[config.mk]
export PLATFORM = sky130hd
export DESIGN_NAME = cacheline_adapter
export DESIGN_NICKNAME = d
export VERILOG_FILES = /design/src/rtl/cache_types.sv /design/src/rtl/cacheline_adapter.sv
export SDC_FILE = /design/constraint.sdc
export NUM_CORES = 2
export LEC_CHECK = 0
export CAP_MARGIN = 20
export CORE_AREA = 2 2 290 292
export CTS_BUF_LIST = sky130_fd_sc_hd__clkbuf_16
export DETAILED_ROUTE_END_ITERATION = 16
export DIE_AREA = 0 0 292 294
export DONT_BUFFER_PORTS = 1
export PLACE_DENSITY_LB_ADDON = 0.2
export SYNTH_ARGS = -nofsm -noshare
export SYNTH_HDL_FRONTEND = slang
export SYNTH_SLANG_ARGS = --single-unit
[constraint.sdc]
create_clock -name clk -period 7.65 [get_ports clk]
set_clock_uncertainty 0.2 [all_clocks]
set_input_delay 0.765 -clock clk [delete_from_list [all_inputs] [get_ports clk]]
set_output_delay 0.765 -clock clk [all_outputs]
set_load 0.05 [all_outputs]
[src/rtl/cache_types.sv]
// Shared cache-side types and constants for the DFP-to-bmem line adapter.
package cache_types;

  typedef enum logic [2:0] {
    IDLE,
    WR_BURST,
    RD_CMD,
    RD_DATA,
    RESP
  } cla_state_t;

  localparam int CLA_BEAT_W     = 64;
  localparam int CLA_BURST_LEN  = 4;
  localparam int CLA_LINE_OFS_W = 5;

endpackage

[src/rtl/cacheline_adapter.sv]
// Converts one 256-bit cache line request into a 4-beat x 64-bit bmem burst.
// Define CLA_RADDR_CHECK_EN to drop read beats whose bmem_raddr mismatches and flag cla_err.
module cacheline_adapter
  import cache_types::*;
#(
  parameter int BEAT_W    = CLA_BEAT_W,
  parameter int BURST_LEN = CLA_BURST_LEN,
  parameter int ADDR_W    = 32
) (
  input  logic                           clk,
  input  logic                           rst,
  input  logic [ADDR_W-1:0]              dfp_addr,
  input  logic                           dfp_read,
  input  logic                           dfp_write,
  input  logic [CLA_BEAT_W*CLA_BURST_LEN-1:0] dfp_wdata,
  output logic [CLA_BEAT_W*CLA_BURST_LEN-1:0] dfp_rdata,
  output logic                           dfp_resp,
  output logic [ADDR_W-1:0]              bmem_addr,
  output logic                           bmem_read,
  output logic                           bmem_write,
  output logic [BEAT_W-1:0]              bmem_wdata,
  input  logic                           bmem_ready,
  input  logic [ADDR_W-1:0]              bmem_raddr,
  input  logic [BEAT_W-1:0]              bmem_rdata,
`ifdef CLA_RADDR_CHECK_EN
  input  logic                           bmem_rvalid,
  output logic                           cla_err
`else
  input  logic                           bmem_rvalid
`endif
);

  localparam int LINE_W  = BEAT_W * BURST_LEN;
  localparam int BEAT_SH = $clog2(BEAT_W);

  cla_state_t        state;
  logic [1:0]        cnt;
  logic [LINE_W-1:0] wline;
  logic [LINE_W-1:0] rbuf;
  logic [LINE_W-1:0] rbuf_next;
  logic              beat_ok;
  logic              unused_bits;

`ifdef CLA_RADDR_CHECK_EN
  logic beat_bad;
  assign beat_ok     = bmem_rvalid && (bmem_raddr == bmem_addr);
  assign beat_bad    = bmem_rvalid && (bmem_raddr != bmem_addr);
  assign unused_bits = ^{dfp_addr[CLA_LINE_OFS_W-1:0], wline[BEAT_W-1:0]};
`else
  assign beat_ok     = bmem_rvalid;
  assign unused_bits = ^{dfp_addr[CLA_LINE_OFS_W-1:0], wline[BEAT_W-1:0], bmem_raddr};
`endif

  // Line buffer with the incoming beat merged, so the final beat can go straight to dfp_rdata.
  always_comb begin
    rbuf_next = rbuf;
    rbuf_next[{cnt, {BEAT_SH{1'b0}}} +: BEAT_W] = bmem_rdata;
  end

  always_ff @(posedge clk) begin
    if (rst) begin
      state      <= IDLE;
      cnt        <= 2'd0;
      wline      <= '0;
      rbuf       <= '0;
      dfp_rdata  <= '0;
      dfp_resp   <= 1'b0;
      bmem_addr  <= '0;
      bmem_read  <= 1'b0;
      bmem_write <= 1'b0;
      bmem_wdata <= '0;
`ifdef CLA_RADDR_CHECK_EN
      cla_err    <= 1'b0;
`endif
    end else begin
      case (state)
        IDLE: begin
          if (dfp_write) begin
            wline      <= dfp_wdata;
            bmem_addr  <= {dfp_addr[ADDR_W-1:CLA_LINE_OFS_W], {CLA_LINE_OFS_W{1'b0}}};
            bmem_wdata <= dfp_wdata[BEAT_W-1:0];
            bmem_write <= 1'b1;
            cnt        <= 2'd0;
            state      <= WR_BURST;
          end else if (dfp_read) begin
            bmem_addr  <= {dfp_addr[ADDR_W-1:CLA_LINE_OFS_W], {CLA_LINE_OFS_W{1'b0}}};
            bmem_read  <= 1'b1;
            cnt        <= 2'd0;
            state      <= RD_CMD;
          end
        end
        WR_BURST: begin
          if (bmem_ready) begin
            cnt <= cnt + 2'd1;
            if (cnt == 2'd3) begin
              bmem_write <= 1'b0;
              dfp_resp   <= 1'b1;
              state      <= RESP;
            end else begin
              bmem_wdata <= wline[{cnt + 2'd1, {BEAT_SH{1'b0}}} +: BEAT_W];
            end
          end
        end
        RD_CMD: begin
          if (bmem_ready) begin
            bmem_read <= 1'b0;
            state     <= RD_DATA;
          end
        end
        RD_DATA: begin
          if (beat_ok) begin
            rbuf <= rbuf_next;
            cnt  <= cnt + 2'd1;
            if (cnt == 2'd3) begin
              dfp_rdata <= rbuf_next;
              dfp_resp  <= 1'b1;
              state     <= RESP;
            end
          end
`ifdef CLA_RADDR_CHECK_EN
          if (beat_bad) cla_err <= 1'b1;
`endif
        end
        RESP: begin
          dfp_resp <= 1'b0;
          state    <= IDLE;
        end
        default: state <= IDLE;
      endcase
    end
  end

endmodule

# --- Word level (Yosys, flattened, before mapping) ---
# Cells that the tools add are included.
word_totals:
  reg_bits: 872
  latchBits: 0
  ramBits: 0
  romBits: 0
  input_bits: 390
  out_inout_bits: 355
  n_memories: 0
op_classes:
  addsub: 2
  mul: 0
  div_mod_pow: 0
  order_cmp: 0
  n_eq_ne: 14
  n_shift: 3
  mux: 31
  n_bitwise: 0
  n_reduce_logical: 16
op_table:
  columns: ["operator", "count"]
  rows:
  - ["256-bit bitwise mux", 1]
  - ["64-bit by 10-bit variable shift with 256-bit output, first input constant", 1]
  - ["256-bit by 9-bit indexed part select with 64-bit output", 1]
  - ["64-bit by 10-bit indexed part select with 256-bit output", 1]
  - ["64-bit 2-to-1 mux", 3]
  - ["64-bit one-hot mux with 2 select lines", 1]
  - ["32-bit 2-to-1 mux", 2]
  - ["4-bit AND reduction", 5]
  - ["3-bit 2-to-1 mux", 6]
  - ["2-bit inequality test, second input constant", 8]
  - ["3-bit one-hot mux with 4 select lines", 1]
  - ["8-bit negator with 10-bit output", 1]
  - ["1-bit 2-to-1 mux", 9]
  - ["2-bit 2-to-1 mux", 4]
  - ["3-bit by 2-bit == test with 1-bit output, second input constant", 2]
  - ["2-bit one-hot mux with 3 select lines", 1]
  - ["2-bit AND reduction", 3]
  - ["3-bit AND reduction", 2]
  - ["2-bit nonzero test", 3]
  - ["3-bit nonzero test", 2]
  - ["1-bit one-hot mux with 2 select lines", 2]
  - ["3-bit by 1-bit == test with 1-bit output, second input constant", 1]
  - ["3-bit == test, second input constant", 1]
  - ["3-bit logical NOT", 1]
  - ["other kinds (4)", 4]

# --- Longest topological paths before layout ---
logic_depth:
  word_depth: 5
  mapped_depth: 10
  mapped_depth_nobuf: 5

# --- Least setup slack after synthesis ---
# No wires, ideal clock.
synth_path:
  path_type: "flip-flop to flip-flop"
  start: "register cnt[0]"
  end: "register dfp_rdata[254]"
  arrival_time_ps: 2501
  setup_slack_ps: 4863
  stages_incl_launch_ff: 11
  cell_sequence: "dfxtp_1 > inv_1 > clkbuf_1 > clkbuf_1 > ha_1 > buf_2 > and4bb_2 > buf_2 > clkbuf_1 > a22oi_1 > a211oi_1"
synth_between:
  elab_chain_cells: 3
  word_cells_on_any_way: 6
  cone_classes: "add/sub: 1; eq/ne: 1; shift: 2; mux: 1; reduce/logical: 1"
synth_lines:
  columns: ["item", "line_no", "source"]
  rows:
  - ["from (decl)", "cacheline_adapter.sv:37", "logic [1:0] cnt;"]
  - ["from (signal assigned)", "cacheline_adapter.sv:94", "cnt <= cnt + 2'd1;"]
  - ["from (signal assigned)", "cacheline_adapter.sv:113", "cnt <= cnt + 2'd1;"]
  - ["8-bit negator with 10-bit output", "cacheline_adapter.sv:57", "rbuf_next[{cnt, {BEAT_SH{1'b0}}} +: BEAT_W] = bmem_rdata;"]
  - ["64-bit by 10-bit indexed part select with 256-bit output / 64-bit by 10-bit variable shift with 256-bit output (equally long branches)", "cacheline_adapter.sv:57", null]
  - ["256-bit bitwise mux", "cacheline_adapter.sv:57", null]
  - ["to (signal assigned)", "cacheline_adapter.sv:115", "dfp_rdata <= rbuf_next;"]
  - ["to (decl)", "cacheline_adapter.sv:16", "output logic [CLA_BEAT_W*CLA_BURST_LEN-1:0] dfp_rdata,"]
# Several ways; a longest one is shown, not always the timed one.
# A chain may end at the register's enable or synchronous reset.

# --- Final worst setup path ---
layout_path:
  start: "register cnt[0]"
  end: "register dfp_rdata[25]"
# The elaborated chain is that of the path after synthesis.

==> impl_metrics.csv <==
group,metric,value,unit
run_status,status,"finished with violations",
run_status,violations,"max-slew violations",
clocking,clkTransAtPathRegs,0.06,ns
die,rows,106,
timing,finalSetupTns,0,ns
clocking,post-cts-setup-buffer-count,0,
clocking,clock_sinks,867,
setup_path,critPathMaxStageDelay,0.94,ns
logic_synthesis,synth_flop_cell,"dfxtp_1",
placement,portBuffers,0,
logic_synthesis,synth_edf_count,0,
routing,viasPerCell,6.15,
logic_synthesis,synth.most_common_cell,"dfxtp_1",
layout,fill_cells,8169,
timing,worst_slew_margin_rel,-0.755,
global_route,grt.busiest_layer,"met2",
logic_synthesis,synthMuxAreaShare,0.0404,
min_path,hold_path_depth,2,
logic_synthesis,synthXorXnorAreaFrac,0,
placement,placed_area,35900,um^2
logic_synthesis,synth_cell_types,43,
die,initial_utilization,0.443,
global_route,grt_usage,0.265,
clocking,cts-root-buf,"clkbuf_16",
timing,setup_viol,0,
min_path,hold_path_end,"wline[45]",
clocking,cts_resized,0,
timing,tightestPinTransition,2.63,ns
global_route,grt_pass1_vias,29100,
logic_synthesis,synth-simple-area-share,0.117,
setup_path,crit_path_frequent_cell,"buf_4",
setup_path,regToRegSetupSlack,2.95,ns
logic_synthesis,synth_top_family_by_area,"compound AO/OA/AOI/OAI gates",
layout,fin_nets,4334,
logic_synthesis,syn_area_per_cell,8.48,um^2
routing,drt_iter0_markers,2966,
timing,hold_viol,0,
min_path,hold_start,"dfp_wdata[45]",
timing,fmax,0.213,GHz
clocking,holdBufCountCts,38,
logic_synthesis,synth_compound_area_frac,0.294,
die,io_pins,745,
global_route,gr-usage-met1,0.336,
logic_synthesis,ys_ff_latch,867,
setup_path,path_class,"flop to flop",
logic_synthesis,synth_top_cell_area_share,0.473,
die,die_area,85800,um^2
min_path,hp-class,"input pin to flop",
setup_path,cp-start-kind,"flop",
timing,drv_slew,334,
setup_path,slowest_stage,"buf_4",
setup_path,r2r_start,"cnt[0]",
logic_synthesis,seq_area_frac_synth,0.473,
routing,firstDrtPassIters,6,
pwr,vdd_drop_max,182,uV
setup_path,critPathRequiredTime,7.97,ns
logic_synthesis,synth_top_cell_by_area,"dfxtp_1",
clocking,worstSkewPairLatency,0.65,ns
logic_synthesis,synth_cells,4331,
routing,route.detailed.drc,0,
pwr,leakage,0.0121,uW
die,die_w,292,um
logic_synthesis,yosys_warnings,0,
global_route,grt_overflow,0,
clocking,cts_max_level,3,
setup_path,cp_max_fo,95,
layout,area_growth_syn_to_layout,7.06,%
die,fp.coreArea,82900,um^2
placement,gp_congestion,0.850,
logic_synthesis,synthTopCellsByArea,"dfxtp_1, a21oi_1, a211oi_1, nand2_1, mux2_2",
logic_synthesis,netlist_area,36700,um^2
global_route,grt_first_pass_wirelength,182,mm
routing,dr_total_vias,31400,
global_route,gr-usage-met2,0.410,
logic_synthesis,async_reset_ff_frac,0,
logic_synthesis,synthAdderAreaFrac,0.00204,
setup_path,regToRegEndpoint,"dfp_rdata[25]",
timing,period_minus_slack,4.70,ns
global_route,antenna_found_initial,13,
timing,rsz0062_at_grt,"no",
die,die_h,294,um
global_route,grtUsageMet3,0.0801,
setup_path,critPathCaptureType,"flop",
clocking,cts_buffer_depth,3,
placement,dpl.hpwl,68.8,mm
job,max-cap-violations,0,
routing,wirelength,121,mm
pwr,cellPowerDensity,260,nW/um^2
clocking,cts_tree,"done",
logic_synthesis,synthTopCellsByCount,"dfxtp_1, a21oi_1, nand2_1, a211oi_1, o21ai_0",
timing,fin_crit_sh,0.614,
layout,drive_gt1_frac,0.0792,
setup_path,r2r_cells,7,
routing,final_antenna_net_count,0,
setup_path,arrival,5.01,ns
setup_path,cp_cell_sequence,"inv_4, buf_4, ha_1, and4bb_4, buf_4, a22oi_1, a211oi_1",
global_route,grt_max_degree,867,
clocking,cts-buffers-inserted,95,
routing,wire_per_inst,23.6,um
layout,fin_area,39300,um^2
## metrics by stage
stage / util / hold WS [ns] / power (uW) / cells / setup slack (ns)
2_1_floorplan: - / 0.233 / 5750 / 4335 / 4.86
3_3_place_gp: 0.432 / 0.239 / 5810 / 4881 / 3.03
3_5_place_dp: 0.432 / 0.243 / 5820 / 4881 / 2.98
4_1_cts: 0.474 / 0.000137 / 10300 / 5092 / 2.98
5_1_grt: 0.474 / 0.00185 / 10600 / 5106 / 2.68
6_report: 0.474 / 0.0349 / 10200 / 5107 / 2.95
## worst max-delay path by stage
stage	from	to
after global routing	cnt[0]	dfp_rdata[25]
final	cnt[0]	dfp_rdata[25]
after global placement	cnt[0]	dfp_rdata[62]
after detailed placement	cnt[0]	dfp_rdata[62]
after CTS	cnt[0]	dfp_rdata[62]
after floorplan	cnt[0]	dfp_rdata[254]
## metal layers
metal,part of all wire,vias to the layer above
met5,0,-
met4,0.047,0
met3,0.078,252
met2,0.46,977
met1,0.42,15200
li1,-,15000
## logic make-up (layout without fill, tap and decap cells)
kind of cell / after synthesis / in the layout
flops: 867 / 867
compound gates: 1798 / 1798
buf+inv: 576 / 255
fa+ha+maj: 6 / 6
other cells: 1 / 18
simple gates: 951 / 951
mux: 132 / 132
## final cells by class
class | instances | area [um^2] | share of cell area
sequential | 867 | 17400 | 0.441
multi-input combinational | 2892 | 16700 | 0.426
clock buffer | 96 | 2400 | 0.0611
tap | 1080 | 1350 | 0.0344
timing repair buffer | 75 | 756 | 0.0192
clock inverter | 77 | 631 | 0.0160
inverter | 7 | 38.8 | 0.000986
antenna | 13 | 32.5 | 0.000827
## flip-flops by register name, indices dropped and copies added (netlist names)
register,count
wline,256
bmem_addr,27
dfp_rdata,256
bmem_read,1
bmem_write,1
rbuf,256
state,3
dfp_resp,1
bmem_wdata,64
cnt,2
## layout by cell type (no fill, tap or decap), types with 3 or more instances in the layout
master	Yosys	layout
a211oi_1	321	321
a21oi_1	863	863
a22oi_1	192	192
a311oi_1	65	65
a32oi_1	64	64
buf_12	0	7
buf_4	17	28
bufinv_16	0	8
clkbuf_16	0	96
clkinv_1	0	28
clkinv_16	0	3
clkinv_2	0	14
conb_1	1	5
dfxtp_1	867	866
diode_2	0	13
dlygate4sd3_1	0	39
ha_1	6	4
inv_1	7	19
inv_4	0	5
inv_6	0	3
mux2_2	130	130
nand2_1	576	576
nand3_1	221	221
nand4_1	64	64
nor2_1	5	3
nor2b_1	66	66
o21ai_0	276	276
o21ai_1	9	9
## worst max-delay path: cells and delay by family (launching register included)
kind	cells	cell delay, ns
compound gates	2	0.47
simple gates	1	0.70
buf+inv	3	2.22
fa+ha+maj	1	0.36
flops	1	0.50
## power breakdown
group | switching [uW] | internal (uW)
clock network | 1920 | 2550
registers | 304 | 4670
logic | 510 | 269
Power figures use the tool's default switching activity.
